**config.mk**
```make
export PLATFORM = sky130hd
export DESIGN_NAME = gcd_control_flat
export DESIGN_NICKNAME = d
export VERILOG_FILES = /design/src/rtl/gcd_control_if.sv /design/src/rtl/gcd_control.sv /design/src/flat_wrapper.sv
export SDC_FILE = /design/constraint.sdc
export NUM_CORES = 1
export LEC_CHECK = 0
export BUFFER_PORTS_ARGS = -buffer_cell sky130_fd_sc_hd__buf_2
export CAP_MARGIN = 20
export CORE_MARGIN = 2
export CORE_UTILIZATION = 45
export CTS_CLUSTER_SIZE = 24
export DETAILED_ROUTE_END_ITERATION = 7
export PLACE_DENSITY = 0.7
export SETUP_SLACK_MARGIN = 0.2
export SLEW_MARGIN = 20
export SYNTH_ARGS = -nofsm -noshare
export SYNTH_HDL_FRONTEND = slang
export SYNTH_SLANG_ARGS = --single-unit
export TNS_END_PERCENT = 1
```
**constraint.sdc**
```tcl
create_clock -name clk -period 1.8 [get_ports clk]
set_input_delay 0.18 -clock clk [delete_from_list [all_inputs] [get_ports clk]]
set_output_delay 0.18 -clock clk [all_outputs]
set_load 0.005 [all_outputs]
```
**src/rtl/gcd_control_if.sv**
```systemverilog
// Handshake and datapath-control bundle between the GCD controller and its surroundings.
// The slave side is the controller; the master side drives start and the datapath flags.
interface gcd_control_if #(
    parameter int iterBits = 8
);
    logic                start;
    logic                B_eq_0;
    logic                A_lessThan_B;
    logic [1:0]          Asel;
    logic                Aen;
    logic                Bsel;
    logic                Ben;
    logic                ready;
    logic                done;
    logic [iterBits-1:0] iter_count;

    modport master (
        output start,
        output B_eq_0,
        output A_lessThan_B,
        input  Asel,
        input  Aen,
        input  Bsel,
        input  Ben,
        input  ready,
        input  done,
        input  iter_count
    );

    modport slave (
        input  start,
        input  B_eq_0,
        input  A_lessThan_B,
        output Asel,
        output Aen,
        output Bsel,
        output Ben,
        output ready,
        output done,
        output iter_count
    );
endinterface

```
**src/rtl/gcd_control.sv**
```systemverilog
// Controller for the subtract/swap GCD datapath: load, Euclid iterations, one-cycle done.
// Datapath controls are decoded from the registered state plus the live datapath flags.
module gcd_control #(
    parameter int iterBits = 8
) (
    input  logic          clk,
    input  logic          rst_n,
    gcd_control_if.slave  ctl
);
    typedef enum logic [1:0] {
        IDLE = 2'd0,
        LOAD = 2'd1,
        CALC = 2'd2,
        DONE = 2'd3
    } state_t;

    localparam logic [1:0]          ASEL_IN   = 2'd0;
    localparam logic [1:0]          ASEL_SUB  = 2'd1;
    localparam logic [1:0]          ASEL_B    = 2'd2;
    localparam logic [iterBits-1:0] ITER_MAX  = {iterBits{1'b1}};

    state_t              state_q, state_d;
    logic [iterBits-1:0] iter_q, iter_d;

    logic [1:0] asel;
    logic       aen;
    logic       bsel;
    logic       ben;

    always_comb begin
        state_d = state_q;
        iter_d  = iter_q;
        asel    = ASEL_IN;
        aen     = 1'b0;
        bsel    = 1'b0;
        ben     = 1'b0;

        case (state_q)
            IDLE: begin
                if (ctl.start) begin
                    state_d = LOAD;
                end
            end
            LOAD: begin
                asel    = ASEL_IN;
                aen     = 1'b1;
                bsel    = 1'b1;
                ben     = 1'b1;
                iter_d  = '0;
                state_d = CALC;
            end
            CALC: begin
                // B == 0 has priority: A already holds the result and must not move.
                if (ctl.B_eq_0) begin
                    state_d = DONE;
                end else begin
                    aen = 1'b1;
                    if (ctl.A_lessThan_B) begin
                        asel = ASEL_B;
                        ben  = 1'b1;
                    end else begin
                        asel = ASEL_SUB;
                    end
                    if (iter_q != ITER_MAX) begin
                        iter_d = iter_q + 1'b1;
                    end
                end
            end
            DONE: begin
                state_d = IDLE;
            end
            default: begin
                state_d = IDLE;
            end
        endcase
    end

    always_ff @(posedge clk) begin
        if (!rst_n) begin
            state_q <= IDLE;
            iter_q  <= '0;
        end else begin
            state_q <= state_d;
            iter_q  <= iter_d;
        end
    end

    assign ctl.Asel       = asel;
    assign ctl.Aen        = aen;
    assign ctl.Bsel       = bsel;
    assign ctl.Ben        = ben;
    assign ctl.ready      = (state_q == IDLE);
    assign ctl.done       = (state_q == DONE);
    assign ctl.iter_count = iter_q;
endmodule

```
**src/flat_wrapper.sv**
```systemverilog
// flat-port wrapper written by rule: the top's interface ports become plain ports
module gcd_control_flat 
#(
    parameter int iterBits = 8
)
  (clk, rst_n, ctl_start, ctl_B_eq_0, ctl_A_lessThan_B, ctl_Asel, ctl_Aen, ctl_Bsel, ctl_Ben, ctl_ready, ctl_done, ctl_iter_count);
  gcd_control_if #(.iterBits(iterBits)) ctl_i ();
  input  logic clk;
  input  logic rst_n;
  input wire logic [$bits(ctl_i.start)-1:0] ctl_start;
  input wire logic [$bits(ctl_i.B_eq_0)-1:0] ctl_B_eq_0;
  input wire logic [$bits(ctl_i.A_lessThan_B)-1:0] ctl_A_lessThan_B;
  output wire logic [$bits(ctl_i.Asel)-1:0] ctl_Asel;
  output wire logic [$bits(ctl_i.Aen)-1:0] ctl_Aen;
  output wire logic [$bits(ctl_i.Bsel)-1:0] ctl_Bsel;
  output wire logic [$bits(ctl_i.Ben)-1:0] ctl_Ben;
  output wire logic [$bits(ctl_i.ready)-1:0] ctl_ready;
  output wire logic [$bits(ctl_i.done)-1:0] ctl_done;
  output wire logic [$bits(ctl_i.iter_count)-1:0] ctl_iter_count;
  assign ctl_i.start = ctl_start;
  assign ctl_i.B_eq_0 = ctl_B_eq_0;
  assign ctl_i.A_lessThan_B = ctl_A_lessThan_B;
  assign ctl_Asel = ctl_i.Asel;
  assign ctl_Aen = ctl_i.Aen;
  assign ctl_Bsel = ctl_i.Bsel;
  assign ctl_Ben = ctl_i.Ben;
  assign ctl_ready = ctl_i.ready;
  assign ctl_done = ctl_i.done;
  assign ctl_iter_count = ctl_i.iter_count;
  gcd_control #(.iterBits(iterBits)) u_core (.clk(clk), .rst_n(rst_n), .ctl(ctl_i));
endmodule
```
**Word-level counts from Yosys, hierarchy flattened**

Cells that the tools add are included.

- Add/sub/neg operators: 1
- Eq/ne operators: 8
- Mux-type cells: 15
- Reduce and logical (&&, ||, !) cells: 4

Operators with widths:

| operator | number |
|---|---|
| $mux 8 | 2 |
| $pmux 8 s2 | 1 |
| $mux 2 | 5 |
| $add 8x1->8 const B | 1 |
| $ne 8x8->1 const B | 1 |
| $pmux 2 s4 | 1 |
| $ne 2x2->1 const B | 3 |
| $eq 2x2->1 const B | 2 |
| $mux 1 | 4 |
| $pmux 1 s2 | 2 |
| $reduce_and 3->1 | 1 |
| $eq 2x1->1 const B | 1 |
| $logic_not 2->1 | 1 |
| $ne 2x1->1 const B | 1 |
| $reduce_and 2->1 | 1 |
| $reduce_bool 2->1 | 1 |

- Word-level logic and storage cells: 30
- Input bits: 5
- Bits in registers: 10
- Output and inout port bits: 15

**Depth between registers and ports, before layout**

- Word-level depth: 4
- Depth in mapped cells: 7
- Mapped depth without buffers: 6

**Worst setup path after synthesis**

OpenSTA, ideal clock, no wires.

- Path kind: reg-to-reg
- Start: reg u_core.state_q[0]
- End: reg u_core.iter_q[5] (netlist: u_core.ctl.iter_count[5])
- Period minus slack after synthesis: 1454 ps
- Setup slack: 346 ps
- Data required time: 1670 ps
- Arrival: 1324 ps
- Library setup time: 130 ps
- Stages on the path, launching flop included: 7
- Path buffers: 0
- Cell sequence: dfxtp_1 inv_1 ha_1 and2b_2 nor3_1 o311ai_1 o31ai_1

- Cells in the longest elaborated chain, start to end: 3
- Elaborated cells between the ends (all ways): 7
- Those cells by class: eq/ne: 4; mux: 1; reduce/logical: 2

Ends and longest elaborated chain:

| item | RTL line | RTL |
|---|---|---|
| from (decl) | gcd_control.sv:22 | `state_t state_q, state_d;` |
| from (signal assigned) | gcd_control.sv:83 | `state_q <= state_d;` |
| $eq 2x2->1 or $eq 2x1->1 (tied branches) | gcd_control.sv:38 | `case (state_q)` |
| $ne 2x1->1 (no line) (tied with other cells) | - |  |
| $reduce_and 3->1 (no line) | - |  |
| to (signal assigned) | gcd_control.sv:84 | `iter_q <= iter_d;` |
| to (decl) | gcd_control.sv:23 | `logic [iterBits-1:0] iter_q, iter_d;` |

Several ways; a longest one is shown, not always the timed one.
A chain may end at the register's enable or synchronous reset.

**Final worst setup path**

- Start: reg u_core.state_q[0]
- End: out ctl_Aen

- Cells in the longest elaborated chain, start to end: 2
- Elaborated cells between the ends (all ways): 3
- Those cells by class: eq/ne: 2; mux: 1

Ends and longest elaborated chain:

| item | RTL line | RTL |
|---|---|---|
| $eq 2x2->1 or $eq 2x1->1 (tied branches) | gcd_control.sv:38 |  |
| $pmux 1 s2 (*) | gcd_control.sv:38 |  |
| to (decl) | flat_wrapper.sv:14 | `output wire logic [$bits(ctl_i.Aen)-1:0] ctl_Aen;` |

Mark *: on every way between the ends. The rest lies on a longest branch, timed or not.

==> flow_summary_export.csv <==
group,metric,value,unit
pwr,ir_drop,551,uV
routing,drt_iter0_drc,20,
grt,grt_pass1_wl,3140,um
clock_network,cts_inserted_buffers,3,
layout,layout_commonest_cell,"buf_2",
die,initial_core_util,0.478,
setup_path,cp_max_fo,6,
die,die_x,44.0,um
sta,slew_viol_final,0,
sta,hold_viol_final,0,
layout,final_layout_size_suffix_gt1_frac,0.421,
die,core.rowCount,14,
synthesis,syn-num-nets,93,
layout,nFillCells,128,
clock_network,postCtsHoldBufs,0,
synthesis,yosysTopAreaCellShare,0.278,
placed_design,gp_congestion,0.830,
routing,drc,0,
setup_path,cp.required,1620,ps
setup_path,arrival,1400,ps
synthesis,synth_edf_count,0,
placed_design,dp_slack,178,ps
grt,antenna_found_initial,0,
setup_path,worstPathCellList,"inv_4 -> ha_2 -> nor2b_4 -> o21a_1 -> buf_2",
sta,finalSetupViolCount,0,
placed_design,hpwl,1260,um
sta,finClkSkew,4.65,ps
routing,firstDrtPassIters,4,
synthesis,yosysWarnings,0,
layout,area_delta_synth_final,30.9,%
pwr,pwr_density_cell,966,mW/mm2
synthesis,synth_top_flop_cell,"dfxtp_1",
synthesis,yosysTopAreaCell,"dfxtp_1",
grt,grt_max_degree,18,
layout,mostFrequentLayoutCells,"buf_2, nand2_1, dfxtp_1",
setup_path,critPathMaxStageDelay,370,ps
synthesis,avgSynthCellArea,8.79,um2
die,core_area,0.00151,mm2
synthesis,syn_area,721,um2
clock_network,clock-root-buffer,"clkbuf_4",
synthesis,synthCells,82,
routing,detail_route.wl_per_cell,16.2,um
synthesis,synth.distinct_cells,38,
clock_network,htree_levels,1,
layout,diodes,0,
placed_design,port-buffer-count,19,
routing,vias,765,
grt,grt_pass1_vias,680,
grt,grt_overflow,0,
synthesis,synth_seq_cells,10,
sta,relSlewSlack,0.785,
sta,finalSetupTns,0,ps
layout,final_util,0.626,
clock_network,cts_max_path_buffers,2,
status,outcome,"finished, final reports clean",
die,die-area,0.00194,mm2
job,max_cap_violations,0,
setup_path,cp-start-kind,"flop",
setup_path,criticalPathCategory,"reg -> out",
routing,drt_wl_total,2000,um
min_path,hold_path_class,"in -> reg",
pwr,total_power,0.911,mW
synthesis,synth_seq_area_share,0.278,
sta,rsz0062_at_grt,"yes",
sta,setup_slack,221,ps
pwr,p_leak,0.413,nW
sta,clock.fmax,0.633,GHz
setup_path,critPathCaptureType,"output pin",
clock_network,clk_pin_slew,80,ps
synthesis,async_flop_share,0,
layout,final_nets,119,
sta,period_share,0.877,
layout,multi_input_area,529,um2
sta,worstMarginPinSlew,322,ps
grt,track_usage,0.215,
clock_network,cts_sinks,10,
routing,vias_per_cell,6.22,
routing,postRouteAntennaNets,0,
clock_network,clock_latency,270,ps
clock_network,cts_tree,"yes",
die,die_h,44.0,um
die,ioPinCount,20,
layout,seqCellArea,205,um2
setup_path,crit_path_top_delay_cell,"dfxtp_4",
synthesis,synth.area.top_cells,"dfxtp_1, ha_1, nand2_1, nand4_1, o22ai_1",
sta,period_needed,1580,ps
[stage by stage]
stage / std cells / hold slack (ps) / instance area [um2]
2_1_floorplan: 82 / 394 / 721
3_3_place_gp: 116 / 498 / 831
3_5_place_dp: 116 / 496 / 831
4_1_cts: 121 / 290 / 883
5_1_grt: 123 / 325 / 943
6_report: 123 / 321 / 943
[critical path, delay by kind of cell, from the launching register on]
kind,cells,cell delay [ps]
AND/OR/NAND/NOR,1,210
buffers and inverters,2,210
AO/OA/AOI/OAI,1,150
adder cells (fa/ha/maj),1,190
flip-flops,1,370
[metal layers]
metal  part of all wire  wire (um)  global-route usage
met1               0.44        885               0.287
met2               0.49        972               0.341
met3              0.058        116              0.0735
met4              0.011         21              0.0424
met5                  0          0                   0
[synthesized netlist by cell type (2+ instances only)]
| cell | n |
|---|---|
| a21oi_1 | 3 |
| nor3_1 | 3 |
| nor2_1 | 3 |
| mux2i_1 | 2 |
| o22ai_1 | 4 |
| dfxtp_1 | 10 |
| inv_1 | 3 |
| ha_1 | 6 |
| nand4_1 | 4 |
| o21a_1 | 3 |
| nand2b_1 | 2 |
| nor3b_1 | 2 |
| buf_4 | 2 |
| nand2_1 | 8 |
| o31ai_1 | 3 |
| nand3_1 | 2 |
[worst paths after layout]
path                            startpoint                       end  slack [ps]  cells after the start
setup reg to reg         u_core.state_q[1]  u_core.ctl.iter_count[3]         250                      6
hold / removal                       rst_n         u_core.state_q[0]         320                      3
setup / recovery         u_core.state_q[0]                   ctl_Aen         220                      5
hold reg to reg   u_core.ctl.iter_count[1]  u_core.ctl.iter_count[1]         510                      2
[flip-flops by register name, indices dropped and copies added (netlist names)]
name,cells
u_core.ctl.iter_count,8
u_core.state_q,2
[what timing repair did]
action,4_1_cts,5_1_grt
pin swaps,1,3
endpoints found under the setup margin,4,10
gates resized for setup,3,11
setup buffers,1,2
[power breakdown]
group          total (mW)  internal [mW]  switching (mW)  leakage (nW)
Sequential          0.276          0.247          0.0290        0.0820
Combinational       0.423          0.186           0.237         0.310
Clock               0.212          0.123          0.0893        0.0210
[cell type report]
cell class	instances	area share
sequential	10	0.218
tap	16	0.0212
timing repair buffer	24	0.141
clock buffer	4	0.0385
inverter	4	0.0212
multi-input combinational	65	0.561
[logic make-up after synthesis]
family                   count (synthesis)  share of synthesized area
multiplexers                             2                     0.0278
AND/OR/NAND/NOR                         34                      0.286
buffers and inverters                    7                     0.0486
AO/OA/AOI/OAI                           23                      0.255
adder cells (fa/ha/maj)                  6                      0.104
flip-flops                              10                      0.278
Note: power is estimated with default switching activity, not from simulation.
